[src/rtl/multicycle_ctrl.sv]
// Multicycle LEGv8 control FSM: sequences fetch/decode/execute/memory/writeback
// from IR opcode with a variable-latency memory handshake, plus retire/stall counters.
//
// state   | meaning
// --------+-----------------------------------------------------------
// FETCH   | read instruction at PC, compute PC+4, wait for mem_ready
// DECODE  | compute branch target into ALUOut, dispatch on opcode
// MEMADDR | compute load/store effective address
// MEMRD   | data read at ALUOut, wait for mem_ready
// WBMEM   | write loaded data to register file
// MEMWR   | data write at ALUOut, wait for mem_ready
// EXEC    | R-type ALU operation
// WBALU   | write ALUOut to register file
// BRANCH  | CBZ compare, load target PC if zero
module multicycle_ctrl #(
  parameter int CNT_W = 32
) (
  input  logic             clk,
  input  logic             reset,
  input  logic [10:0]      Op,
  input  logic             zero,
  input  logic             mem_ready,
  output logic             PCWrite,
  output logic             PCSrc,
  output logic             IorD,
  output logic             IRWrite,
  output logic             Reg2Loc,
  output logic             ALUSrcA,
  output logic [1:0]       ALUSrcB,
  output logic [1:0]       ALUOp,
  output logic             MemRead,
  output logic             MemWrite,
  output logic             MemtoReg,
  output logic             RegWrite,
  output logic             illegal_op,
  output logic [CNT_W-1:0] retired_count,
  output logic [CNT_W-1:0] stall_count
);

  typedef enum logic [3:0] {
    S_FETCH, S_DECODE, S_MEMADDR, S_MEMRD, S_WBMEM,
    S_MEMWR, S_EXEC, S_WBALU, S_BRANCH
  } state_t;

  localparam logic [10:0] OP_LDUR = 11'b111_1100_0010;
  localparam logic [10:0] OP_STUR = 11'b111_1100_0000;
  localparam logic [10:0] OP_ADD  = 11'b100_0101_1000;
  localparam logic [10:0] OP_SUB  = 11'b110_0101_1000;
  localparam logic [10:0] OP_AND  = 11'b100_0101_0000;
  localparam logic [10:0] OP_ORR  = 11'b101_0101_0000;

  state_t state, state_nxt;
  logic   is_ldur, is_stur, is_cbz, is_rtype;
  logic   retire, stall;

  assign is_ldur  = (Op == OP_LDUR);
  assign is_stur  = (Op == OP_STUR);
  assign is_cbz   = (Op[10:3] == 8'b1011_0100);
  assign is_rtype = (Op == OP_ADD) || (Op == OP_SUB) || (Op == OP_AND) || (Op == OP_ORR);

  always_ff @(posedge clk or negedge reset) begin
    if (!reset) state <= S_FETCH;
    else        state <= state_nxt;
  end

  always_comb begin
    state_nxt  = state;
    PCWrite    = 1'b0;
    PCSrc      = 1'b0;
    IorD       = 1'b0;
    IRWrite    = 1'b0;
    Reg2Loc    = 1'b0;
    ALUSrcA    = 1'b0;
    ALUSrcB    = 2'b00;
    ALUOp      = 2'b00;
    MemRead    = 1'b0;
    MemWrite   = 1'b0;
    MemtoReg   = 1'b0;
    RegWrite   = 1'b0;
    illegal_op = 1'b0;
    retire     = 1'b0;
    stall      = 1'b0;
    case (state)
      S_FETCH: begin
        MemRead = 1'b1;
        ALUSrcB = 2'b01;
        if (mem_ready) begin
          IRWrite   = 1'b1;
          PCWrite   = 1'b1;
          state_nxt = S_DECODE;
        end else begin
          stall = 1'b1;
        end
      end
      S_DECODE: begin
        ALUSrcB = 2'b11;
        Reg2Loc = is_stur || is_cbz;
        if (is_ldur || is_stur) state_nxt = S_MEMADDR;
        else if (is_rtype)      state_nxt = S_EXEC;
        else if (is_cbz)        state_nxt = S_BRANCH;
        else begin
          illegal_op = 1'b1;
          state_nxt  = S_FETCH;
        end
      end
      S_MEMADDR: begin
        ALUSrcA   = 1'b1;
        ALUSrcB   = 2'b10;
        state_nxt = is_ldur ? S_MEMRD : S_MEMWR;
      end
      S_MEMRD: begin
        IorD    = 1'b1;
        MemRead = 1'b1;
        if (mem_ready) state_nxt = S_WBMEM;
        else           stall     = 1'b1;
      end
      S_WBMEM: begin
        RegWrite  = 1'b1;
        MemtoReg  = 1'b1;
        retire    = 1'b1;
        state_nxt = S_FETCH;
      end
      S_MEMWR: begin
        IorD     = 1'b1;
        MemWrite = 1'b1;
        Reg2Loc  = 1'b1;
        if (mem_ready) begin
          retire    = 1'b1;
          state_nxt = S_FETCH;
        end else begin
          stall = 1'b1;
        end
      end
      S_EXEC: begin
        ALUSrcA   = 1'b1;
        ALUOp     = 2'b10;
        state_nxt = S_WBALU;
      end
      S_WBALU: begin
        RegWrite  = 1'b1;
        retire    = 1'b1;
        state_nxt = S_FETCH;
      end
      S_BRANCH: begin
        Reg2Loc   = 1'b1;
        ALUOp     = 2'b01;
        PCSrc     = 1'b1;
        PCWrite   = zero;
        retire    = 1'b1;
        state_nxt = S_FETCH;
      end
      default: state_nxt = S_FETCH;
    endcase
    // Reset forces FETCH, whose Moore outputs are not quiet, so gate everything here.
    if (!reset) begin
      PCWrite    = 1'b0;
      PCSrc      = 1'b0;
      IorD       = 1'b0;
      IRWrite    = 1'b0;
      Reg2Loc    = 1'b0;
      ALUSrcA    = 1'b0;
      ALUSrcB    = 2'b00;
      ALUOp      = 2'b00;
      MemRead    = 1'b0;
      MemWrite   = 1'b0;
      MemtoReg   = 1'b0;
      RegWrite   = 1'b0;
      illegal_op = 1'b0;
    end
  end

  always_ff @(posedge clk or negedge reset) begin
    if (!reset) begin
      retired_count <= '0;
      stall_count   <= '0;
    end else begin
      if (retire) retired_count <= retired_count + CNT_W'(1);
      if (stall)  stall_count   <= stall_count + CNT_W'(1);
    end
  end

endmodule

[config.mk]
export PLATFORM = sky130hd
export DESIGN_NAME = multicycle_ctrl
export DESIGN_NICKNAME = d
export VERILOG_FILES = /design/src/rtl/multicycle_ctrl.sv
export SDC_FILE = /design/constraint.sdc
export NUM_CORES = 1
export LEC_CHECK = 0
export ABC_AREA = 1
export BUFFER_PORTS_ARGS = -buffer_cell sky130_fd_sc_hd__buf_2
export CAP_MARGIN = 40
export CORE_ASPECT_RATIO = 0.9
export CORE_MARGIN = 1.5
export CORE_UTILIZATION = 50
export CTS_CLUSTER_SIZE = 28
export DETAILED_ROUTE_END_ITERATION = 12
export PLACE_DENSITY_LB_ADDON = 0.25
export SYNTH_ARGS = -nofsm -noshare
export SYNTH_HDL_FRONTEND = slang
export SYNTH_SLANG_ARGS = --single-unit
[constraint.sdc]
create_clock -name clk -period 1.78 [get_ports clk]
set_input_delay 0.356 -clock clk [delete_from_list [all_inputs] [get_ports clk]]
set_output_delay 0.356 -clock clk [all_outputs]
set_load 0.01 [all_outputs]
==> results of run 1 <==
==> power by group through the flow <==
stage,Combinational (W),Sequential [W],Clock (W)
after floorplan,0.000465,0.00185,0
final,0.000925,0.00179,0.00136
after CTS,0.000908,0.00179,0.00138
after global placement,0.000836,0.00180,0
after global routing,0.00103,0.00181,0.00144
after detailed placement,0.000856,0.00181,0
==> metal layers <==
metal  vias to the layer above  routed length [um]
li1                       2533                   -
met1                      2324                6330
met2                       201                5860
met3                        12                 882
met4                         0                 128
met5                         -                   0
==> timing repair <==
action | 4_1_cts | 5_1_grt
pin swaps | 6 | 2
resized for setup | 10 | 21
setup endpoints to repair | 9 | 40
hold buffers | 1 | 0
endpoints found under the hold margin | 9 | 0
buffers inserted | 6 | 0
==> logic make-up after synthesis <==
logic type,after synthesis,synth area share
and+or+nand+nor,570,0.501
DFF,68,0.367
buffers and inverters,61,0.0588
xor gates and xnor gates,26,0.0491
AOI/OAI and AO/OA,17,0.0194
adders and majority gates,2,0.00539
==> area by class of cell <==
class | count | area [um^2] | share of cell area
multi-input cells | 615 | 2730 | 0.484
flip-flops and latches | 68 | 1700 | 0.302
repair buffers | 115 | 652 | 0.116
inverters | 52 | 198 | 0.0350
well taps | 122 | 153 | 0.0271
clock buffers | 9 | 124 | 0.0220
clock inverters | 7 | 81.3 | 0.0144
==> path summary, 6_finish.rpt <==
check	from	end	depth (start not counted)	slack (ns)
worst min-delay path	reset	stall_count[5]$_DFFE_PN0P_	2	0.22
worst min register to register	stall_count[0]$_DFFE_PN0P_	stall_count[0]$_DFFE_PN0P_	1	0.52
worst max-delay path	state[2]$_DFFE_PN0P_	PCSrc	5	-0.09
worst max register to register	state[2]$_DFFE_PN0P_	retired_count[6]$_DFFE_PN0P_	8	0.14
max in group asynchronous	reset	retired_count[16]$_DFFE_PN0P_	3	0.85
min in group clk	Op[5]	state[3]$_DFFE_PN0P_	3	0.33
==> through the flow <==
step	std cells	power, W
after detailed placement	965	0.00267
after global placement	965	0.00264
after floorplan	744	0.00232
after global routing	988	0.00428
after CTS	988	0.00407
final	988	0.00407
==> synthesized netlist by cell type, drive strengths merged <==
cell type / n / share of area
dfrtp: 68 / 0.37
nor3: 5 / 0.0054
nor2: 137 / 0.11
xnor2: 9 / 0.017
o21ai: 10 / 0.011
o21a: 1 / 0.0016
a21oi: 5 / 0.0054
nand3: 14 / 0.017
nand4: 13 / 0.018
nand3b: 29 / 0.047
xor2: 17 / 0.032
a21o: 1 / 0.0016
inv: 51 / 0.041
buf: 9 / 0.017
clkinv: 1 / 0.00081
nand2: 372 / 0.30
ha: 2 / 0.0054
==> sequential cells by signal, summed over array words and instances, names as in the netlist <==
register       flops
retired_count     32
stall_count       32
state              4
==> impl_metrics.py, run 1 <==
metrics = {
    "job": {
        "cap_viol_max_count": 0,
    },
    "clock_tree": {
        "cts_tree": "built",
        "clockBufferDepth": 2,
        "cts_root_buf": "clkbuf_8",
        "htreeDepth": 3,
        "cts.sinks": 68,
        "clkTransAtPathRegs_ns": 0.08,
        "cts_inserted_buffers": 9,
        "insertion_delay_ns": 0.36,
    },
    "die": {
        "die-area_um2": 9870,
        "die_width_um": 105,
        "ios": 94,
        "fp.dieH_um": 94.4,
        "start_util": 0.513,
        "rows": 33,
        "coreArea_um2": 9040,
    },
    "power_and_ir_drop": {
        "seqPwrFrac": 0.440,
        "ir_drop_mv": 0.354,
        "p_int_w": 0.00266,
        "comb_power_share": 0.227,
        "p_leak_nw": 2.98,
        "p_sw_frac": 0.346,
        "power.density_nw_per_um2": 722,
        "switching_power_w": 0.00141,
        "clkPwrFrac": 0.333,
    },
    "timing": {
        "setup_slack_ns": -0.0948,
        "maxSlewViolCount": 0,
        "fin_crit_ns": 1.87,
        "hold_viol": 0,
        "fin_crit_sh": 1.05,
        "setup_tns_ns": -0.458,
        "rsz0062_at_grt": "yes",
        "fmax_mhz": 533,
        "tightest_slew_ns": 0.754,
        "setup_viol": 6,
        "timing.slew.headroom": 0.497,
        "whs_ns": 0.222,
        "clock_skew_ns": 0.0134,
    },
    "placed_design": {
        "hpwl_mm": 10.1,
        "pre_cts_slack_ns": 0.142,
        "postPlaceCellArea_um2": 5290,
        "place_congestion": 1.03,
        "numPortBuffers": 93,
    },
    "worst_hold_path": {
        "hold_class": "input port to asynchronous set/reset pin",
    },
    "grt": {
        "track_usage": 0.274,
        "grt_pass1_vias": 4500,
        "grt.met3_usage": 0.0469,
        "grt_max_degree": 60,
        "busiest_layer": "met2",
        "grt_first_pass_wirelength_mm": 21.4,
        "globalRouteMet2Util": 0.425,
        "met1_usage": 0.395,
        "antenna_found_initial": 0,
        "overflow": 0,
    },
    "layout": {
        "final_common_cell": "nand2_1",
        "drive_gt1_frac": 0.186,
        "fin_util": 0.624,
        "diodes": 0,
        "final_net_count": 878,
        "area_growth_pct": 21.6,
        "postLayoutCellArea_um2": 5640,
        "nFillCells": 869,
        "final_cell_mix": "367 x nand2_1, 126 x nor2_1, 93 x buf_2",
    },
    "logic_synthesis": {
        "synth_seq_cells": 68,
        "ys_warn_count": 0,
        "syn-num-nets": 761,
        "synth_cell_types": 24,
        "synth.avg_cell_area_um2": 6.24,
        "synth_cells": 744,
        "seq_area_frac_synth": 0.367,
        "syn_area_um2": 4640,
    },
    "setup_path": {
        "arrival_ns": 1.52,
        "critPathLaunchType": "flop",
        "worst-path-buf-inv": 3,
        "cpLargestDelayFamily": "buffers and inverters",
        "cp_max_fo": 4,
        "critPathMaxStageDelay_ns": 0.42,
        "end_kind": "primary output",
        "critPathKind": "flop to primary output",
        "cp_data_required_time_ns": 1.42,
        "cp_cell_sequence": "inv_2 > nand4_1 > buf_4 > nor2_1 > buf_2",
        "crit_slowest_cell": "dfrtp_1",
    },
    "routing": {
        "drtIter0Drc": 358,
        "avgRoutedWirePerCell_um": 13.4,
        "first_pass_iters": 7,
        "drc": 0,
        "routed-via-count": 5070,
        "routed_wl_mm": 13.2,
        "via_per_inst": 5.13,
        "ant_nets": 0,
    },
    "outcome": {
        "violations": "setup timing",
        "status": "finished, violations left",
    },
}
Power figures use the tool's default switching activity.
==> run 2: changes to the inputs <==
--- a/config.mk
+++ b/config.mk
@@ -5,7 +5,6 @@
 export SDC_FILE = /design/constraint.sdc
 export NUM_CORES = 1
 export LEC_CHECK = 0
-export ABC_AREA = 1
 export BUFFER_PORTS_ARGS = -buffer_cell sky130_fd_sc_hd__buf_2
 export CAP_MARGIN = 40
 export CORE_ASPECT_RATIO = 0.9
==> impl_metrics.py, run 2 <==
metrics = {
    "outcome": {
        "status": "finished, violations left",
        "violations": "setup timing",
    },
    "routing": {
        "avgRoutedWirePerCell_um": 17.8,
        "ant_nets": 0,
        "routed_wl_mm": 10.8,
        "first_pass_iters": 4,
        "routed-via-count": 3390,
        "via_per_inst": 5.58,
        "drtIter0Drc": 197,
        "drc": 0,
    },
    "setup_path": {
        "cp_cell_sequence": "buf_6 > nand2b_4 > or2_4 > nor4b_4 > a21o_1 > buf_2",
        "crit_slowest_cell": "dfrtp_2",
        "cp_data_required_time_ns": 1.42,
        "critPathKind": "flop to primary output",
        "arrival_ns": 1.84,
        "critPathLaunchType": "flop",
        "cp_max_fo": 3,
        "end_kind": "primary output",
        "critPathMaxStageDelay_ns": 0.44,
    },
    "clock_tree": {
        "insertion_delay_ns": 0.35,
        "clockBufferDepth": 2,
        "cts_root_buf": "clkbuf_8",
        "clkTransAtPathRegs_ns": 0.08,
        "htreeDepth": 3,
        "cts.sinks": 68,
        "cts_tree": "built",
        "cts_inserted_buffers": 9,
    },
    "logic_synthesis": {
        "yosysMostFrequentCell": "dfrtp_1",
        "synth.cells.most_frequent": "68 x dfrtp_1, 39 x xnor2_1, 28 x nor2_1",
        "synth_seq_cells": 68,
        "synth_cells": 341,
        "syn_area_um2": 3470,
        "ys_top_cells_by_area": "dfrtp_1 49%, xnor2_1 9.8%, xor2_1 6.3%, nand3_1 3.9%, nor2_1 3.0%",
        "seq_area_frac_synth": 0.490,
        "synth_cell_types": 46,
        "synth_top_area_cell": "dfrtp_1",
        "synth_edf_count": 0,
        "syn-num-nets": 358,
        "async_reset_ff_frac": 1.00,
        "ys_warn_count": 0,
        "synth.avg_cell_area_um2": 10.2,
        "synth_top_cell_area_share": 0.490,
        "ys.flop_type": "dfrtp_1",
    },
    "die": {
        "die_width_um": 90.9,
        "fp.dieH_um": 82.1,
        "rows": 28,
        "coreArea_um2": 6660,
        "ios": 94,
        "die-area_um2": 7460,
        "start_util": 0.522,
    },
    "timing": {
        "fin_crit_sh": 1.23,
        "rsz0062_at_grt": "yes",
        "tightest_slew_ns": 0.831,
        "setup_slack_ns": -0.415,
        "fmax_mhz": 456,
        "fin_crit_ns": 2.20,
        "setup_viol": 78,
        "clock_skew_ns": 0.0113,
        "maxSlewViolCount": 0,
        "hold_viol": 0,
        "timing.slew.headroom": 0.446,
    },
    "grt": {
        "track_usage": 0.285,
        "overflow": 0,
        "antenna_found_initial": 0,
        "grt_first_pass_wirelength_mm": 16.5,
        "grt_max_degree": 67,
        "grt_pass1_vias": 3354,
    },
    "layout": {
        "drive_gt1_frac": 0.558,
        "reg_top3": "retired_count: 32 flops, stall_count: 32 flops, state: 4 flops",
        "diodes": 0,
        "postLayoutCellArea_um2": 5650,
        "final_common_cell": "buf_2",
        "final_net_count": 530,
        "final_cell_mix": "91 x buf_2, 64 x dfrtp_1, 58 x buf_4",
        "area_growth_pct": 62.5,
    },
    "placed_design": {
        "numPortBuffers": 93,
        "postPlaceCellArea_um2": 4540,
        "hpwl_mm": 5.83,
        "place_congestion": 0.789,
    },
    "power_and_ir_drop": {
        "ir_drop_mv": 0.557,
        "power.density_nw_per_um2": 683,
        "finalPower_w": 0.00386,
        "p_leak_nw": 2.87,
    },
    "job": {
        "cap_viol_max_count": 0,
    },
    "worst_hold_path": {
        "hold_class": "input port to flop",
    },
}
## run 2: cell types whose count changed after synthesis, moves of 8 or more
cell	before	now
nor3_1	5	15
xnor2_1	9	39
nand3b_1	29	0
nor2_1	135	28
and3_1	0	12
xor2_1	17	25
nand3_1	12	27
nand2_1	371	25
inv_1	47	11
## run 2: layer usage
layer,vias to the layer above,wire length (um),global-route usage
met5,-,0,0
met4,0,332,0.125
met3,24,516,0.0537
met2,124,5620,0.504
met1,1705,4340,0.347
li1,1537,-,-
## run 2: final timing paths
path / from / to / slack, ns / cells after the start
max: state[3]$_DFFE_PN0P_ / PCWrite / -0.42 / 6
min: Op[5] / state[3]$_DFFE_PN0P_ / 0.31 / 3
max reg2reg: state[3]$_DFFE_PN0P_ / stall_count[23]$_DFFE_PN0P_ / -0.39 / 8
min reg2reg: stall_count[31]$_DFFE_PN0P_ / stall_count[31]$_DFFE_PN0P_ / 0.48 / 1
max in group asynchronous: reset / state[2]$_DFFE_PN0P_ / 0.78 / 3
min in group asynchronous: reset / stall_count[7]$_DFFE_PN0P_ / 0.42 / 3
## run 2: cell type report
class                   instances  area (um^2)
fillers                       363         1010
inverters                      11         41.3
clock inverters                 7         91.3
clock buffers                   9          124
flip-flops and latches         68         1710
repair buffers                172         1190
well taps                      90          113
multi-input cells             251         2380
## run 2: critical path, delay by kind of cell (launching register included)
kind | cells | cell delay (ns)
AO/OA/AOI/OAI | 1 | 0.15
buffers and inverters | 2 | 0.26
flip-flops | 1 | 0.44
AND/OR/NAND/NOR | 3 | 0.65
## run 2: metrics by stage
stage | TNS [ns] | hold WS (ns) | worst slack [ns] | util | std cells
global route | -21.51 | 0.348 | -0.472 | 0.848 | 608
global placement | -5.16 | 0.274 | -0.221 | 0.682 | 567
floorplan | -0.412 | 0.0604 | -0.0642 | - | 341
finish | -17.79 | 0.311 | -0.415 | 0.848 | 608
detailed placement | -7.05 | 0.269 | -0.259 | 0.682 | 567
CTS | -11.13 | 0.314 | -0.379 | 0.814 | 604
## run 2: what timing repair did
action / CTS / global route
endpoints found under the hold margin: 2 / 0
pin swaps: 61 / 27
setup buffers: 21 / 5
hold buffers: 1 / 0
resized for setup: 109 / 35
setup endpoints to repair: 69 / 77
## run 2: power by group
group	leakage (nW)	internal, W	switching [W]
Combinational	1.88	0.000319	0.000358
Clock	0.109	0.000783	0.000616
Sequential	0.883	0.00165	0.000133
Total	2.87	0.00275	0.00111
## run 2: cell families after synthesis
kind of cell               synth area share
AOI/OAI and AO/OA                    0.0429
xor gates and xnor gates              0.166
adders and majority gates           0.00720
buffers and inverters                0.0281
DFF                                   0.490
muxes                               0.00612
and+or+nand+nor                       0.260
==> run 3: changes to the inputs <==
--- a/config.mk
+++ b/config.mk
@@ -13,6 +13,8 @@
 export CTS_CLUSTER_SIZE = 28
 export DETAILED_ROUTE_END_ITERATION = 12
 export PLACE_DENSITY_LB_ADDON = 0.25
+export RECOVER_POWER = 50
+export SKIP_CTS_REPAIR_TIMING = 1
 export SYNTH_ARGS = -nofsm -noshare
 export SYNTH_HDL_FRONTEND = slang
 export SYNTH_SLANG_ARGS = --single-unit
==> impl_metrics.py, run 3 (synthesized netlist as in run 2, its figures left out) <==
metrics = {
    "setup_path": {
        "critPathKind": "flop to primary output",
        "timing.rr.end": "stall_count[28]$_DFFE_PN0P_",
        "arrival_ns": 1.93,
        "rrSetupSlack_ns": -0.35,
        "cp_cell_sequence": "buf_6 > nand2b_4 > or2_4 > nor4b_4 > a21o_1 > buf_2",
        "worst-path-buf-inv": 2,
        "end_kind": "primary output",
        "cp_max_fo": 7,
        "cp_data_required_time_ns": 1.42,
        "cpLargestDelayFamily": "simple AND/OR/NAND/NOR gates",
        "timing.rr.start": "state[3]$_DFFE_PN0P_",
        "critPathLaunchType": "flop",
        "crit_slowest_cell": "dfrtp_2",
        "reg2regPathDepth": 7,
        "critPathMaxStageDelay_ns": 0.46,
    },
    "routing": {
        "drc": 0,
        "routed_wl_mm": 10.4,
        "first_pass_iters": 4,
        "via_per_inst": 5.48,
        "routed-via-count": 3312,
        "ant_nets": 0,
        "avgRoutedWirePerCell_um": 17.3,
        "drtIter0Drc": 184,
    },
    "clock_tree": {
        "cts.sinks": 68,
        "cts_tree": "built",
        "htreeDepth": 3,
        "clkTransAtPathRegs_ns": 0.08,
        "cts_inserted_buffers": 9,
        "clockBufferDepth": 2,
        "insertion_delay_ns": 0.35,
        "cts_root_buf": "clkbuf_8",
    },
    "timing": {
        "fin_crit_sh": 1.29,
        "timing.slew.headroom": 0.402,
        "tightest_slew_ns": 0.898,
        "fin_crit_ns": 2.29,
        "clock_skew_ns": 0.0191,
        "rsz0062_at_grt": "yes",
        "setup_viol": 70,
        "fmax_mhz": 437,
        "hold_viol": 0,
        "setup_tns_ns": -12.57,
        "setup_slack_ns": -0.507,
        "maxSlewViolCount": 0,
    },
    "grt": {
        "grt_pass1_vias": 2998,
        "overflow": 0,
        "grt_first_pass_wirelength_mm": 13.7,
        "track_usage": 0.232,
        "grt_max_degree": 67,
        "antenna_found_initial": 0,
    },
    "power_and_ir_drop": {
        "p_leak_nw": 2.78,
        "seqPwrFrac": 0.462,
        "p_sw_frac": 0.286,
        "comb_power_share": 0.169,
        "clkPwrFrac": 0.369,
        "ir_drop_mv": 0.522,
        "power.density_nw_per_um2": 703,
        "switching_power_w": 0.00110,
        "p_int_w": 0.00274,
        "finalPower_w": 0.00384,
    },
    "worst_hold_path": {
        "hp-start": "Op[5]",
        "hold_class": "input port to flop",
        "holdPathStages": 3,
        "hold_end": "state[3]$_DFFE_PN0P_",
    },
    "layout": {
        "final_net_count": 526,
        "final_cell_mix": "88 x buf_2, 64 x dfrtp_1, 56 x buf_4",
        "drive_gt1_frac": 0.525,
        "layout.cells.non_filler": 604,
        "final_common_cell": "buf_2",
        "area_growth_pct": 57.0,
        "fin_util": 0.820,
        "diodes": 0,
        "reg_top3": "retired_count: 32 flops, stall_count: 32 flops, state: 4 flops",
    },
    "placed_design": {
        "pre_cts_slack_ns": -0.259,
        "dp_cells": 567,
        "numPortBuffers": 93,
        "hpwl_mm": 5.83,
        "place_congestion": 0.789,
    },
    "outcome": {
        "status": "finished, violations left",
        "violations": "setup timing",
    },
    "die": {
        "die_width_um": 90.9,
        "rows": 28,
        "fp.dieH_um": 82.1,
        "ios": 94,
        "coreArea_um2": 6660,
        "start_util": 0.522,
        "die-area_um2": 7460,
    },
    "job": {
        "cap_viol_max_count": 0,
    },
}
-- run 3: cell types whose count changed in the layout (fill, tap and decap cells not counted), moves of 2 or more --
cell	change
buf_2	-3
buf_4	-2
buf_6	-4
clkbuf_1	+5
nor2_1	+3
nor2_2	+5
nor2_4	-8
nor3_4	-2
xnor2_1	+4
xnor2_2	-3
-- run 3: worst max-delay path by stage --
stage                         startpoint  slack [ns]  cells past startpoint                       endpoint
detailed placement  state[3]$_DFFE_PN0P_       -0.26                      6  retired_count[19]$_DFFE_PN0P_
global placement                   Op[0]       -0.22                      6                        Reg2Loc
floorplan                          Op[0]       -0.06                      4                        Reg2Loc
global route        state[3]$_DFFE_PN0P_       -0.56                      6                        PCWrite
CTS                 state[3]$_DFFE_PN0P_       -0.50                      6                        PCWrite
finish              state[3]$_DFFE_PN0P_       -0.51                      6                        PCWrite
-- run 3: per-layer routing --
layer | track usage | vias up | wire [um]
met2 | 0.393 | 116 | 5370
li1 | - | 1523 | -
met5 | 0 | - | 0
met3 | 0.0537 | 27 | 492
met4 | 0.0891 | 0 | 303
met1 | 0.293 | 1646 | 4280
-- run 3: cell type report --
type / instances / area [um^2]
well taps: 90 / 113
multi-input cells: 251 / 2260
inverters: 11 / 41.3
clock inverters: 7 / 91.3
clock buffers: 9 / 124
repair buffers: 168 / 1120
flip-flops and latches: 68 / 1710
fillers: 409 / 1200
-- run 3: power groups by stage --
| stage | Combinational, W | Clock [W] | Sequential, W |
|---|---|---|---|
| 3_5_place_dp | 0.000530 | 0 | 0.00179 |
| 3_3_place_gp | 0.000516 | 0 | 0.00178 |
| 6_report | 0.000649 | 0.00141 | 0.00177 |
| 4_1_cts | 0.000532 | 0.00142 | 0.00176 |
| 5_1_grt | 0.000702 | 0.00150 | 0.00179 |
| 2_1_floorplan | 0.000226 | 0 | 0.00182 |
-- run 3: tightest hold or removal path: cells and delay by family --
family	cells	cell delay (ns)
buffers and inverters	1	0.11
and+or+nand+nor	2	0.18
-- run 3: per-stage QoR --
step / cell area, um^2 / hold WS, ns
finish: 5460 / 0.332
global route: 5460 / 0.351
CTS: 4760 / -0.0978
detailed placement: 4540 / 0.269
global placement: 4540 / 0.274
floorplan: 3620 / 0.0604
